<file path="src/rtl/dest_tracker_if.sv">
// Bundle of ID/EX, data-memory and forwarding/control signals around dest_tracker.
// Stats ports exist only when DEST_TRACKER_STATS_EN is defined.
interface dest_tracker_if #(
  parameter int REG_AW = 5,
  parameter int DATA_W = 32
);
  logic [REG_AW-1:0] rd_idex;
  logic              regwrite_idex;
  logic              memread_idex;
  logic [DATA_W-1:0] alu_result_ex;
  logic [REG_AW-1:0] rs1_ifid;
  logic [REG_AW-1:0] rs2_ifid;
  logic              use_rs1_ifid;
  logic              use_rs2_ifid;
  logic              branch_taken_ex;
  logic [DATA_W-1:0] mem_rdata;
  logic              mem_ready;

  logic [REG_AW-1:0] rd_exmem;
  logic [REG_AW-1:0] rd_memwb;
  logic              regwrite_exmem;
  logic              regwrite_memwb;
  logic              memread_exmem;
  logic [DATA_W-1:0] alu_result_exmem;
  logic [DATA_W-1:0] wb_data_memwb;
  logic              pc_hold;
  logic              ifid_hold;
  logic              idex_hold;
  logic              ifid_flush;
  logic              idex_bubble;
  logic              mem_err;
`ifdef DEST_TRACKER_STATS_EN
  logic [15:0]       stat_stall_cnt;
  logic [15:0]       stat_flush_cnt;
  logic [15:0]       stat_freeze_cnt;
`endif

  modport master (
    output rd_idex, regwrite_idex, memread_idex, alu_result_ex,
    output rs1_ifid, rs2_ifid, use_rs1_ifid, use_rs2_ifid,
    output branch_taken_ex, mem_rdata, mem_ready,
    input  rd_exmem, rd_memwb, regwrite_exmem, regwrite_memwb,
    input  memread_exmem, alu_result_exmem, wb_data_memwb,
    input  pc_hold, ifid_hold, idex_hold, ifid_flush, idex_bubble,
    input  mem_err
`ifdef DEST_TRACKER_STATS_EN
    , input stat_stall_cnt, stat_flush_cnt, stat_freeze_cnt
`endif
  );

  modport slave (
    input  rd_idex, regwrite_idex, memread_idex, alu_result_ex,
    input  rs1_ifid, rs2_ifid, use_rs1_ifid, use_rs2_ifid,
    input  branch_taken_ex, mem_rdata, mem_ready,
    output rd_exmem, rd_memwb, regwrite_exmem, regwrite_memwb,
    output memread_exmem, alu_result_exmem, wb_data_memwb,
    output pc_hold, ifid_hold, idex_hold, ifid_flush, idex_bubble,
    output mem_err
`ifdef DEST_TRACKER_STATS_EN
    , output stat_stall_cnt, stat_flush_cnt, stat_freeze_cnt
`endif
  );
endinterface

</file>
<file path="src/rtl/dest_tracker.sv">
// EX/MEM and MEM/WB destination tracking plus stall/flush/freeze control.
// Optional 16-bit event counters enabled by DEST_TRACKER_STATS_EN.
module dest_tracker #(
  parameter int REG_AW   = 5,
  parameter int DATA_W   = 32,
  parameter int WAIT_MAX = 15
) (
  input logic           clk,
  input logic           reset,
  dest_tracker_if.slave bus
);
  typedef enum logic [1:0] {RUN, LOAD_WAIT, ERR_RELEASE} state_t;

  localparam logic [7:0] WAIT_CNT_MAX = 8'(WAIT_MAX);

  state_t            state_q, state_d;
  logic [7:0]        wait_cnt_q, wait_cnt_d;
  logic              mem_err_q, mem_err_d;

  logic [REG_AW-1:0] rd_exmem_q, rd_exmem_d;
  logic              regwrite_exmem_q, regwrite_exmem_d;
  logic              memread_exmem_q, memread_exmem_d;
  logic [DATA_W-1:0] alu_result_exmem_q, alu_result_exmem_d;
  logic [REG_AW-1:0] rd_memwb_q, rd_memwb_d;
  logic              regwrite_memwb_q, regwrite_memwb_d;
  logic [DATA_W-1:0] wb_data_memwb_q, wb_data_memwb_d;

  logic freeze;
  logic load_use;
  logic flush_act;
  logic stall_act;

  assign freeze = memread_exmem_q & ~bus.mem_ready &
                  ((state_q == RUN) | (state_q == LOAD_WAIT));

  assign load_use = bus.memread_idex & bus.regwrite_idex & (bus.rd_idex != '0) &
                    ((bus.use_rs1_ifid & (bus.rd_idex == bus.rs1_ifid)) |
                     (bus.use_rs2_ifid & (bus.rd_idex == bus.rs2_ifid)));

  assign flush_act = bus.branch_taken_ex & ~freeze;
  assign stall_act = load_use & ~freeze & ~bus.branch_taken_ex;

  always_comb begin
    bus.pc_hold     = 1'b0;
    bus.ifid_hold   = 1'b0;
    bus.idex_hold   = 1'b0;
    bus.ifid_flush  = 1'b0;
    bus.idex_bubble = 1'b0;
    if (freeze) begin
      bus.pc_hold   = 1'b1;
      bus.ifid_hold = 1'b1;
      bus.idex_hold = 1'b1;
    end else if (flush_act) begin
      // The ID instruction is discarded, so a pending load-use match is moot.
      bus.ifid_flush  = 1'b1;
      bus.idex_bubble = 1'b1;
    end else if (stall_act) begin
      bus.pc_hold     = 1'b1;
      bus.ifid_hold   = 1'b1;
      bus.idex_bubble = 1'b1;
    end
  end

  always_comb begin
    state_d    = state_q;
    wait_cnt_d = wait_cnt_q;
    mem_err_d  = mem_err_q;
    case (state_q)
      RUN: begin
        if (memread_exmem_q & ~bus.mem_ready) begin
          state_d    = LOAD_WAIT;
          wait_cnt_d = 8'd1;
        end
      end
      LOAD_WAIT: begin
        if (bus.mem_ready) begin
          state_d = RUN;
        end else if (wait_cnt_q == WAIT_CNT_MAX) begin
          state_d   = ERR_RELEASE;
          mem_err_d = 1'b1;
        end else if (wait_cnt_q != 8'hFF) begin
          wait_cnt_d = wait_cnt_q + 8'd1;
        end
      end
      ERR_RELEASE: state_d = RUN;
      default:     state_d = RUN;
    endcase
  end

  always_comb begin
    rd_exmem_d         = rd_exmem_q;
    regwrite_exmem_d   = regwrite_exmem_q;
    memread_exmem_d    = memread_exmem_q;
    alu_result_exmem_d = alu_result_exmem_q;
    rd_memwb_d         = rd_memwb_q;
    regwrite_memwb_d   = regwrite_memwb_q;
    wb_data_memwb_d    = wb_data_memwb_q;
    if (freeze) begin
      // Bubble into WB so the stalled load's predecessor writes back only once.
      regwrite_memwb_d = 1'b0;
    end else begin
      rd_exmem_d         = bus.rd_idex;
      regwrite_exmem_d   = bus.regwrite_idex;
      memread_exmem_d    = bus.memread_idex;
      alu_result_exmem_d = bus.alu_result_ex;
      rd_memwb_d         = rd_exmem_q;
      regwrite_memwb_d   = regwrite_exmem_q;
      wb_data_memwb_d    = memread_exmem_q ? bus.mem_rdata : alu_result_exmem_q;
    end
  end

  always_ff @(posedge clk or posedge reset) begin
    if (reset) begin
      state_q            <= RUN;
      wait_cnt_q         <= 8'd0;
      mem_err_q          <= 1'b0;
      rd_exmem_q         <= '0;
      regwrite_exmem_q   <= 1'b0;
      memread_exmem_q    <= 1'b0;
      alu_result_exmem_q <= '0;
      rd_memwb_q         <= '0;
      regwrite_memwb_q   <= 1'b0;
      wb_data_memwb_q    <= '0;
    end else begin
      state_q            <= state_d;
      wait_cnt_q         <= wait_cnt_d;
      mem_err_q          <= mem_err_d;
      rd_exmem_q         <= rd_exmem_d;
      regwrite_exmem_q   <= regwrite_exmem_d;
      memread_exmem_q    <= memread_exmem_d;
      alu_result_exmem_q <= alu_result_exmem_d;
      rd_memwb_q         <= rd_memwb_d;
      regwrite_memwb_q   <= regwrite_memwb_d;
      wb_data_memwb_q    <= wb_data_memwb_d;
    end
  end

  assign bus.rd_exmem         = rd_exmem_q;
  assign bus.regwrite_exmem   = regwrite_exmem_q;
  assign bus.memread_exmem    = memread_exmem_q;
  assign bus.alu_result_exmem = alu_result_exmem_q;
  assign bus.rd_memwb         = rd_memwb_q;
  assign bus.regwrite_memwb   = regwrite_memwb_q;
  assign bus.wb_data_memwb    = wb_data_memwb_q;
  assign bus.mem_err          = mem_err_q;

`ifdef DEST_TRACKER_STATS_EN
  logic [15:0] stall_cnt_q, stall_cnt_d;
  logic [15:0] flush_cnt_q, flush_cnt_d;
  logic [15:0] freeze_cnt_q, freeze_cnt_d;

  always_comb begin
    stall_cnt_d  = stall_cnt_q;
    flush_cnt_d  = flush_cnt_q;
    freeze_cnt_d = freeze_cnt_q;
    if (stall_act && stall_cnt_q != 16'hFFFF)  stall_cnt_d  = stall_cnt_q + 16'd1;
    if (flush_act && flush_cnt_q != 16'hFFFF)  flush_cnt_d  = flush_cnt_q + 16'd1;
    if (freeze && freeze_cnt_q != 16'hFFFF)    freeze_cnt_d = freeze_cnt_q + 16'd1;
  end

  always_ff @(posedge clk or posedge reset) begin
    if (reset) begin
      stall_cnt_q  <= 16'd0;
      flush_cnt_q  <= 16'd0;
      freeze_cnt_q <= 16'd0;
    end else begin
      stall_cnt_q  <= stall_cnt_d;
      flush_cnt_q  <= flush_cnt_d;
      freeze_cnt_q <= freeze_cnt_d;
    end
  end

  assign bus.stat_stall_cnt  = stall_cnt_q;
  assign bus.stat_flush_cnt  = flush_cnt_q;
  assign bus.stat_freeze_cnt = freeze_cnt_q;
`endif
endmodule

</file>
<file path="src/flat_wrapper.sv">
// flat-port wrapper written by rule: the top's interface ports become plain ports
module dest_tracker_flat 
#(
  parameter int REG_AW   = 5,
  parameter int DATA_W   = 32,
  parameter int WAIT_MAX = 15
)
  (clk, reset, bus_rd_idex, bus_regwrite_idex, bus_memread_idex, bus_alu_result_ex, bus_rs1_ifid, bus_rs2_ifid, bus_use_rs1_ifid, bus_use_rs2_ifid, bus_branch_taken_ex, bus_mem_rdata, bus_mem_ready, bus_rd_exmem, bus_rd_memwb, bus_regwrite_exmem, bus_regwrite_memwb, bus_memread_exmem, bus_alu_result_exmem, bus_wb_data_memwb, bus_pc_hold, bus_ifid_hold, bus_idex_hold, bus_ifid_flush, bus_idex_bubble, bus_mem_err);
  dest_tracker_if #(.REG_AW(REG_AW), .DATA_W(DATA_W)) bus_i ();
  input logic clk;
  input logic reset;
  input wire logic [$bits(bus_i.rd_idex)-1:0] bus_rd_idex;
  input wire logic [$bits(bus_i.regwrite_idex)-1:0] bus_regwrite_idex;
  input wire logic [$bits(bus_i.memread_idex)-1:0] bus_memread_idex;
  input wire logic [$bits(bus_i.alu_result_ex)-1:0] bus_alu_result_ex;
  input wire logic [$bits(bus_i.rs1_ifid)-1:0] bus_rs1_ifid;
  input wire logic [$bits(bus_i.rs2_ifid)-1:0] bus_rs2_ifid;
  input wire logic [$bits(bus_i.use_rs1_ifid)-1:0] bus_use_rs1_ifid;
  input wire logic [$bits(bus_i.use_rs2_ifid)-1:0] bus_use_rs2_ifid;
  input wire logic [$bits(bus_i.branch_taken_ex)-1:0] bus_branch_taken_ex;
  input wire logic [$bits(bus_i.mem_rdata)-1:0] bus_mem_rdata;
  input wire logic [$bits(bus_i.mem_ready)-1:0] bus_mem_ready;
  output wire logic [$bits(bus_i.rd_exmem)-1:0] bus_rd_exmem;
  output wire logic [$bits(bus_i.rd_memwb)-1:0] bus_rd_memwb;
  output wire logic [$bits(bus_i.regwrite_exmem)-1:0] bus_regwrite_exmem;
  output wire logic [$bits(bus_i.regwrite_memwb)-1:0] bus_regwrite_memwb;
  output wire logic [$bits(bus_i.memread_exmem)-1:0] bus_memread_exmem;
  output wire logic [$bits(bus_i.alu_result_exmem)-1:0] bus_alu_result_exmem;
  output wire logic [$bits(bus_i.wb_data_memwb)-1:0] bus_wb_data_memwb;
  output wire logic [$bits(bus_i.pc_hold)-1:0] bus_pc_hold;
  output wire logic [$bits(bus_i.ifid_hold)-1:0] bus_ifid_hold;
  output wire logic [$bits(bus_i.idex_hold)-1:0] bus_idex_hold;
  output wire logic [$bits(bus_i.ifid_flush)-1:0] bus_ifid_flush;
  output wire logic [$bits(bus_i.idex_bubble)-1:0] bus_idex_bubble;
  output wire logic [$bits(bus_i.mem_err)-1:0] bus_mem_err;
  assign bus_i.rd_idex = bus_rd_idex;
  assign bus_i.regwrite_idex = bus_regwrite_idex;
  assign bus_i.memread_idex = bus_memread_idex;
  assign bus_i.alu_result_ex = bus_alu_result_ex;
  assign bus_i.rs1_ifid = bus_rs1_ifid;
  assign bus_i.rs2_ifid = bus_rs2_ifid;
  assign bus_i.use_rs1_ifid = bus_use_rs1_ifid;
  assign bus_i.use_rs2_ifid = bus_use_rs2_ifid;
  assign bus_i.branch_taken_ex = bus_branch_taken_ex;
  assign bus_i.mem_rdata = bus_mem_rdata;
  assign bus_i.mem_ready = bus_mem_ready;
  assign bus_rd_exmem = bus_i.rd_exmem;
  assign bus_rd_memwb = bus_i.rd_memwb;
  assign bus_regwrite_exmem = bus_i.regwrite_exmem;
  assign bus_regwrite_memwb = bus_i.regwrite_memwb;
  assign bus_memread_exmem = bus_i.memread_exmem;
  assign bus_alu_result_exmem = bus_i.alu_result_exmem;
  assign bus_wb_data_memwb = bus_i.wb_data_memwb;
  assign bus_pc_hold = bus_i.pc_hold;
  assign bus_ifid_hold = bus_i.ifid_hold;
  assign bus_idex_hold = bus_i.idex_hold;
  assign bus_ifid_flush = bus_i.ifid_flush;
  assign bus_idex_bubble = bus_i.idex_bubble;
  assign bus_mem_err = bus_i.mem_err;
  dest_tracker #(.REG_AW(REG_AW), .DATA_W(DATA_W), .WAIT_MAX(WAIT_MAX)) u_core (.clk(clk), .reset(reset), .bus(bus_i));
endmodule
</file>
<file path="config.mk">
export PLATFORM = sky130hd
export DESIGN_NAME = dest_tracker_flat
export DESIGN_NICKNAME = d
export VERILOG_FILES = /design/src/rtl/dest_tracker_if.sv /design/src/rtl/dest_tracker.sv /design/src/flat_wrapper.sv
export SDC_FILE = /design/constraint.sdc
export NUM_CORES = 1
export LEC_CHECK = 0
export BUFFER_PORTS_ARGS = -buffer_cell sky130_fd_sc_hd__buf_2
export CORE_UTILIZATION = 30
export CTS_CLUSTER_DIAMETER = 80
export DETAILED_ROUTE_END_ITERATION = 10
export GPL_TIMING_DRIVEN = 0
export SLEW_MARGIN = 10
export SYNTH_ARGS = -nofsm -noshare
export SYNTH_HDL_FRONTEND = slang
export SYNTH_SLANG_ARGS = --single-unit
</file>
<file path="constraint.sdc">
create_clock -name clk -period 4.85 [get_ports clk]
set_input_delay 0.2425 -clock clk [delete_from_list [all_inputs] [get_ports clk]]
set_output_delay 0.2425 -clock clk [all_outputs]
set_load 0.01 [all_outputs]
</file>
==> run summary, run 1 <==
Register bit count reported by yosys = 88
Setup TNS Final = 0 ns
LEAKAGE = 0.00284 uW
GRT met1 Usage = 20.4%
Syn nets = 494
M2 GR Usage = 26.5%
Placed cell areas = 0.00496 mm2
Final core occ = 41.6%
WL/cell = 13.7 um
Worst hold slack = -0.0196 ns
Layout area overhead = 35.6%
CP Capture Type = primary output
Failing checks = hold timing
FF-to-FF Start = u_core.bus.memread_exmem$_DFFE_PP0N_
Core Region = 0.0126 mm2
Row count = 41
Post-CTS setup buffer count = 0
Leading area contributor after synthesis = dfrtp_1
Ys async rst share = 100%
Io pins = 170
CTS buffer count = 9
Die width = 116 um
# H-tree levels = 3
# fillers = 1299
Sequential area share after synthesis = 56.8%
Initial DRC Count = 134
CP Launch Type = flop
Clk Latency, worst-skew pair = 0.34 ns
# nets final = 675
Post-Syn Area = 0.00387 mm2
FF-to-FF End = u_core.bus.wb_data_memwb[2]$_DFFE_PP0N_
Initial Util = 30.7%
Worst EP arrival = 2.35 ns
Final Max Tran Viols = 0
CTS tree = yes
Clock skew = 0.00778 ns
Antenna violations before repair = 0
Drt first pass iters = 4
Synth Warn # = 0
Die Ht = 116 um
Power Dens Cells = 365 mW/mm2
Ys flop type = dfrtp_1
Count of cell types in the netlist = 36
VDD IR max = 0.167 mV
HPWL Detailed = 7950 um
Worst-Margin Slew = 0.631 ns
Req. time, crit path = 4.61 ns
Drt drc = 0
Syn Inst Count = 406
Root buffer cell = clkbuf_16
Vias in the first global route = 3215
Clk sinks = 88
Worst Hold Class = input pin to async pin
Fin crit period = 2.60 ns
Final setup vio count = 0
Pin count of the biggest net entering global routing = 50
Share of cells above drive strength 1 = 34.1%
GRT Total Usage = 16.1%
IO Port Bufs = 169
Max clock buf depth = 2
Tot Pwr = 1920 uW
Synthesized area per cell = 9.54 um2
Highest net fanout along the worst path = 10
Period utilization = 53.5%
Top cells by area, synth = dfrtp_1, nand2_1, mux2i_1, o21ai_0, xor2_1
Max-slew headroom = 58.0%
Final Cell Area = 0.00525 mm2
Detail Route Antenna Nets = 0
Antenna diodes = 0
GRT overflow = 0
Synth top area share = 56.8%
Outcome = finished with violations
Reg2reg setup slack = 2.80 ns
Post-CTS Hold Fix Bufs = 0
Unrepaired setup endpoints after global routing = no
Routed vias/inst = 4.54
Die area = 0.0134 mm2
Max-cap viol count = 0
Total wire length = 10500 um
Max Clk Rate = 0.385 GHz
Final-report hold violation count = 9
GP Congestion = 0.772
# resized after CTS = 0
Met3 usage in global routing = 4.03%
Post-synth EDFFs = 0
Critical Setup Path Class = flop to primary output
CTS clock-pin slew for the worst setup and hold paths = 0.07 ns
Worst Reg-to-Reg Cells = 7
Vias = 3469
Global routing's busiest layer = met2
Wire length of the first global-routing pass = 16200 um
cell type report:
type	instances	area [um2]	area share [%]
Buffer	23	106	2.02
Clock buffer	9	225	4.29
Clock inverter	7	71.3	1.36
Inverter	5	21.3	0.405
Multi-Input combinational cell	290	1550	29.4
Sequential cell	88	2200	41.9
Tap cell	172	215	4.10
Timing Repair Buffer	170	866	16.5
per-layer routing:
layer / share of wire, % / routed length [um] / vias to the layer above
li1: - / - / 1696
met1: 45 / 4700 / 1651
met2: 48 / 5030 / 113
met3: 6.0 / 624 / 9
met4: 1.2 / 125 / 0
met5: 0 / 0 / -
Yosys cell counts, drive strengths merged, types with 3 or more instances:
master and n:
inv 5, o21ai 33, mux2i 36, nand2 171, nor4 4, nand3 3, nor2 4, nor3 3
xor2 8, clkbuf 14, dfrtp 88, buf 9
kinds of logic after synthesis:
logic type | synth area share, %
flops | 56.8
xor+xnor | 2.26
compound gates | 6.56
buf+inv | 3.23
fa+ha+maj | 0.323
simple gates | 21.5
mux | 9.30
worst max-delay path by stage:
stage	startpoint	to	slack, ns	cells past startpoint
CTS	u_core.bus.memread_exmem$_DFFE_PP0N_	bus_pc_hold	2.16	7
floorplan	reset	u_core.bus.alu_result_exmem[0]$_DFFE_PP0N_	2.33	1
finish	u_core.bus.memread_exmem$_DFFE_PP0N_	bus_pc_hold	2.25	7
global route	u_core.bus.memread_exmem$_DFFE_PP0N_	bus_pc_hold	2.02	7
detailed placement	u_core.bus.memread_exmem$_DFFE_PP0N_	bus_pc_hold	2.53	7
global placement	reset	u_core.bus.rd_exmem[1]$_DFFE_PP0N_	1.22	2
critical path, cell delays in order (launching register included):
cell      delay [ns]
dfrtp_1         0.37
buf_2           0.17
nand2_1         0.12
clkbuf_1        0.44
clkbuf_1        0.43
o41ai_1         0.19
buf_4           0.17
buf_2           0.13
flip-flops by register name, indices dropped and copies added, names as in the netlist:
name / count
u_core.bus.alu_result_exmem: 32
u_core.bus.wb_data_memwb: 32
u_core.wait_cnt_q: 8
u_core.bus.rd_exmem: 5
u_core.bus.rd_memwb: 5
u_core.state_q: 2
u_core.bus.mem_err: 1
u_core.bus.memread_exmem: 1
u_core.bus.regwrite_exmem: 1
u_core.bus.regwrite_memwb: 1
stage by stage:
step / hold slack, ns / setup WS, ns / std cells
5_1_grt: 0.0358 / 2.02 / 764
3_5_place_dp: 0.376 / 2.53 / 748
4_1_cts: 0.0117 / 2.16 / 764
3_3_place_gp: 0.442 / 1.22 / 747
6_report: -0.0196 / 2.25 / 764
2_1_floorplan: 0.355 / 2.33 / 406
power breakdown:
group          switching (uW)  leakage [uW]  internal [uW]
registers                59.4       0.00108            820
logic                     198       0.00162            150
clock network             290      0.000138            399
cell usage in the layout (no fill, tap or decap), types with 2 or more instances in the layout:
| cell type | n |
|---|---|
| or2_2 | 2 |
| buf_2 | 176 |
| clkinv_2 | 2 |
| nand3_1 | 3 |
| clkbuf_16 | 9 |
| nand4_1 | 2 |
| dfrtp_1 | 88 |
| nor4_1 | 4 |
| xor2_1 | 8 |
| o21ai_0 | 33 |
| inv_1 | 4 |
| clkbuf_1 | 14 |
| nor2b_1 | 2 |
| nand2_1 | 171 |
| mux2i_1 | 36 |
| o41ai_1 | 2 |
| nor2_1 | 4 |
| xnor2_1 | 2 |
| clkinvlp_4 | 3 |
| nand2b_1 | 2 |
| nor3_1 | 3 |
Note: power is estimated with default switching activity, not from simulation.
==> run 2: changes to the inputs <==
clock period = 2.18 ns   (was 4.85 ns; I/O delays follow)
==> run 2 against run 1 <==
The run now ends clean. Critical path depth unchanged. Clock skew down 0.0011 ns. Worst setup slack worse by 2.1 ns. Critical endpoint unchanged. Die area unchanged. Global-route usage up 0.89 points. Largest cell class unchanged. Design area up 7.9%.
==> run summary, run 2 (synthesis gave the netlist of run 1 again) <==
Max clock buf depth = 2
Hold depth = 3
WHS Endpoint = u_core.bus.rd_exmem[0]$_DFFE_PP0N_
Initial DRC Count = 177
Tot Pwr = 4540 uW
Final-report hold violation count = 0
Worst EP arrival = 1.92 ns
Vias = 3559
IO Port Bufs = 169
HPWL Detailed = 8130 um
Register area = 0.00220 mm2
Row count = 41
Final setup vio count = 0
Antenna diodes = 0
Setup TNS Final = 0 ns
GRT overflow = 0
Max-cap viol count = 0
GRT Total Usage = 17.0%
Clk Latency, worst-skew pair = 0.34 ns
Req. time, crit path = 2.07 ns
Dpl ws = -0.0257 ns
Most frequent cells in the layout = buf_2, nand2_1, dfrtp_1
Outcome = finished, final reports clean
Wire length of the first global-routing pass = 17100 um
Vias in the first global route = 3425
Worst-Margin Slew = 0.593 ns
Final Max Tran Viols = 0
Worst hold slack = 0.0348 ns
FF-to-FF End = u_core.bus.wb_data_memwb[7]$_DFFE_PP0N_
Detail Route Antenna Nets = 0
Io pins = 170
FF-to-FF Start = u_core.bus.memread_exmem$_DFFE_PP0N_
VDD IR max = 0.276 mV
Reg2reg setup slack = 0.37 ns
Most used cell along the critical path = buf_2
Multi-input logic area = 0.00155 mm2
Pin count of the biggest net entering global routing = 34
# H-tree levels = 3
Most common cell after layout, fill and taps aside = buf_2
CTS clock-pin slew for the worst setup and hold paths = 0.06 ns
CP Launch Type = flop
Critical Setup Path Class = flop to primary output
Max Clk Rate = 0.493 GHz
CTS tree = yes
Cells along the critical path = buf_2 > nand2_1 > clkbuf_2 > clkbuf_4 > o41ai_1 > buf_4 > buf_2
Power Dens Cells = 801 mW/mm2
Period utilization = 93.0%
Fin crit period = 2.03 ns
Slowest Stage Delay on Critical Path = 0.37 ns
Max-slew headroom = 60.5%
WL/cell = 13.7 um
LEAKAGE = 0.00302 uW
Core Region = 0.0126 mm2
Hold path start = bus_rd_idex[0]
# fillers = 1254
Clock skew = 0.00666 ns
Worst path slowest cell = dfrtp_1
Worst Reg-to-Reg Cells = 6
# nets final = 710
Routed vias/inst = 4.45
Worst Hold Class = input pin to flop
Die width = 116 um
Setup WS post-layout = 0.152 ns
Final core occ = 44.9%
Layout area overhead = 46.3%
Antenna violations before repair = 0
Die area = 0.0134 mm2
GP Congestion = 0.803
CP Capture Type = primary output
Total wire length = 10900 um
Post-CTS setup buffer count = 0
Clk sinks = 88
Drt first pass iters = 6
CTS buffer count = 9
Root buffer cell = clkbuf_16
Die Ht = 116 um
Highest net fanout along the worst path = 10
Share of cells above drive strength 1 = 32.5%
Initial Util = 30.7%
Drt drc = 0
Unrepaired setup endpoints after global routing = no
## run 2: worst max-delay path by stage
| stage | startpoint | to | slack, ns | cells after the start |
|---|---|---|---|---|
| finish | u_core.bus.memread_exmem$_DFFE_PP0N_ | bus_pc_hold | 0.15 | 7 |
| global route | u_core.bus.memread_exmem$_DFFE_PP0N_ | bus_pc_hold | 0.002 | 7 |
| CTS | u_core.bus.memread_exmem$_DFFE_PP0N_ | bus_pc_hold | 0.02 | 7 |
| detailed placement | u_core.bus.memread_exmem$_DFFE_PP0N_ | bus_pc_hold | -0.03 | 7 |
| global placement | u_core.bus.memread_exmem$_DFFE_PP0N_ | bus_pc_hold | 0.05 | 7 |
| floorplan | u_core.bus.memread_exmem$_DFFE_PP0N_ | bus_pc_hold | 0.51 | 6 |
## run 2: report_power, final
| part | leakage [uW] | switching [uW] | internal (uW) |
|---|---|---|---|
| registers | 0.00108 | 133 | 1820 |
| clock network | 0.000162 | 630 | 1120 |
| logic | 0.00178 | 457 | 379 |
## run 2: routing by layer
layer	up-vias	routed length, um	GRT usage (%)
li1	1762	-	-
met1	1680	4830	20.6
met2	106	5360	29.2
met3	11	581	3.61
met4	0	156	7.01
met5	-	0	0
## run 2: final cells by class
class / count / share of cell area, %
plain buffers: 22 / 1.90
clock inverters: 6 / 1.90
repair buffers: 206 / 21.8
multi-input cells: 290 / 27.3
inverters: 5 / 0.397
flip-flops and latches: 88 / 38.9
well taps: 172 / 3.80
clock buffers: 10 / 4.04
## run 2: worst max-delay path: cells and delay by family, from the launching register on
kind	cells	cell delay, ns
AO/OA/AOI/OAI	1	0.11
buffers and inverters	5	0.98
flip-flops	1	0.37
AND/OR/NAND/NOR	1	0.11
## run 2: stage by stage
step / instances / instance area [um2]
after CTS: 799 / 5660
after global routing: 799 / 5670
after detailed placement: 749 / 4980
final: 799 / 5670
after global placement: 747 / 4940
after floorplan: 406 / 3880
## run 2: what timing repair did
| item | 4_1_cts | 5_1_grt |
|---|---|---|
| endpoints found under the setup margin | 3 | 1 |
| gates resized for setup | 2 | 2 |
| hold buffers | 35 | 0 |
| pin swaps | 0 | 0 |
| endpoints found under the hold margin | 56 | 0 |
==> run 3: changes to the inputs <==
BUFFER_PORTS_ARGS = not set   (was -buffer_cell sky130_fd_sc_hd__buf_2)
DONT_BUFFER_PORTS = 1   (was not set)
==> run 3 against run 2 <==
Global-route usage is 0.44 points lower. Sequential share of layout area is 3.8 points higher. Critical path depth is 1 lower. Largest power group unchanged. Clock skew is 0.00092 ns lower. First-iteration DRC count is 8.5% higher. Highest routed layer unchanged. Core utilization is 4.0 points lower.
==> run summary, run 3 (synthesis gave the netlist of run 1 again) <==
CP Launch Type = flop
Slowest Stage Delay on Critical Path = 0.41 ns
Final Max Tran Viols = 0
# nets final = 574
Launch point of the worst path = u_core.bus.memread_exmem$_DFFE_PP0N_
Register area = 0.00220 mm2
Vias in the first global route = 3293
Unrepaired setup endpoints after global routing = no
Wire length of the first global-routing pass = 16400 um
Initial DRC Count = 192
Detail Route Antenna Nets = 0
Worst-Margin Slew = 0.701 ns
Worst Hold Class = input pin to flop
Die Ht = 116 um
Worst EP arrival = 1.91 ns
Hold path start = bus_mem_rdata[19]
Most used cell along the critical path = clkbuf_4
Req. time, crit path = 2.07 ns
Sequential power share = 47.9%
Period utilization = 92.6%
Most common cell after layout, fill and taps aside = nand2_1
GRT overflow = 0
Power Dens Cells = 841 mW/mm2
Cells along the critical path = clkbuf_4 > nand2_1 > clkbuf_4 > clkbuf_4 > o41ai_1 > buf_4
Row count = 41
Core Region = 0.0126 mm2
Clock skew = 0.00574 ns
WL/cell = 16.5 um
Setup WS post-layout = 0.160 ns
Drt first pass iters = 4
Combinational share of power = 12.6%
Pin count of the biggest net entering global routing = 35
Clock power share = 39.6%
Clk Latency, worst-skew pair = 0.34 ns
CP Capture Type = primary output
GRT Total Usage = 16.5%
Highest net fanout along the worst path = 10
FF-to-FF Start = u_core.bus.memread_exmem$_DFFE_PP0N_
Max-cap viol count = 0
CTS tree = yes
CTS clock-pin slew for the worst setup and hold paths = 0.06 ns
# H-tree levels = 3
Clk sinks = 88
Max clock buf depth = 2
Final-report hold violation count = 0
Total wire length = 11000 um
Max-slew headroom = 52.6%
Max Clk Rate = 0.495 GHz
LEAKAGE = 0.00247 uW
Outcome = finished, final reports clean
CTS buffer count = 9
Vias = 3155
Fin crit period = 2.02 ns
Drt drc = 0
Sw Ratio = 26.8%
Die area = 0.0134 mm2
IO Port Bufs = 0
Root buffer cell = clkbuf_16
Multi-input logic area = 0.00155 mm2
Worst path slowest cell = dfrtp_1
Most frequent cells in the layout = nand2_1, dfrtp_1, dlygate4sd3_1
# fillers = 1221
Layout area overhead = 33.2%
VDD IR max = 0.297 mV
Antenna violations before repair = 0
Worst hold slack = 0.00460 ns
GP Congestion = 0.798
Antenna diodes = 0
HPWL Detailed = 7640 um
Initial Util = 30.7%
Internal power = 3180 uW
Die width = 116 um
Share of cells above drive strength 1 = 7.13%
Io pins = 170
Critical Setup Path Class = flop to primary output
Final setup vio count = 0
Routed vias/inst = 4.76
Psw = 1160 uW
Dpl ws = -0.0988 ns
[run 3: repair_timing]
action | 4_1_cts | 5_1_grt
setup endpoints to repair | 22 | 1
hold endpoints to repair | 95 | 0
hold buffers | 68 | 0
resized for setup | 4 | 3
gates cloned | 0 | 0
buffers inserted | 0 | 0
[run 3: power groups by stage]
stage | clock [uW] | sequential [uW] | combinational, uW
after floorplan | 0 | 2040 | 340
after global placement | 0 | 2100 | 421
after detailed placement | 0 | 2100 | 449
after CTS | 1770 | 2080 | 550
after global routing | 1840 | 2100 | 624
final | 1720 | 2080 | 545
[run 3: layer usage]
metal	wire length [um]	vias up	track usage, %	part of all wire, %
met2	5690	136	30.3	52
met3	868	15	6.22	7.9
met1	4230	1510	17.1	39
li1	-	1494	-	-
met5	0	-	0	0
met4	168	0	6.07	1.5
[run 3: cell type report]
cell class	instances	share of cell area, %
Clock buffer	14	5.31
Timing Repair Buffer	70	14.0
Clock inverter	2	1.16
Inverter	5	0.436
Multi-Input combinational cell	290	30.1
Sequential cell	88	42.7
Buffer	22	2.18
Tap cell	172	4.17
[run 3: critical path, delay by kind of cell, from the launching register on]
| kind | cells | cell delay [ns] |
|---|---|---|
| buffers and inverters | 4 | 0.89 |
| flip-flops | 1 | 0.41 |
| AO/OA/AOI/OAI | 1 | 0.15 |
| AND/OR/NAND/NOR | 1 | 0.10 |
[run 3: worst paths after layout]
path / endpoint / slack [ns] / cells after the start
max reg2reg: u_core.bus.wb_data_memwb[4]$_DFFE_PP0N_ / 0.31 / 6
max in group asynchronous: u_core.bus.alu_result_exmem[27]$_DFFE_PP0N_ / 1.24 / 3
min in group asynchronous: u_core.bus.wb_data_memwb[9]$_DFFE_PP0N_ / 0.35 / 2
max: bus_pc_hold / 0.16 / 6
min: u_core.bus.wb_data_memwb[19]$_DFFE_PP0N_ / 0.005 / 2
min reg2reg: u_core.wait_cnt_q[2]$_DFFE_PP0P_ / 0.53 / 1
[run 3: per-stage QoR]
stage               instance area, um2  instances  TNS, ns  total power [uW]  utilization (%)
finish                            5160        663        0              4340             40.9
global route                      5160        663        0              4560             40.9
CTS                               5160        663        0              4400             40.9
detailed placement                4130        580   -0.609              2550             32.7
global placement                  4090        578   -0.310              2520             32.4
floorplan                         3880        406        0              2380                -
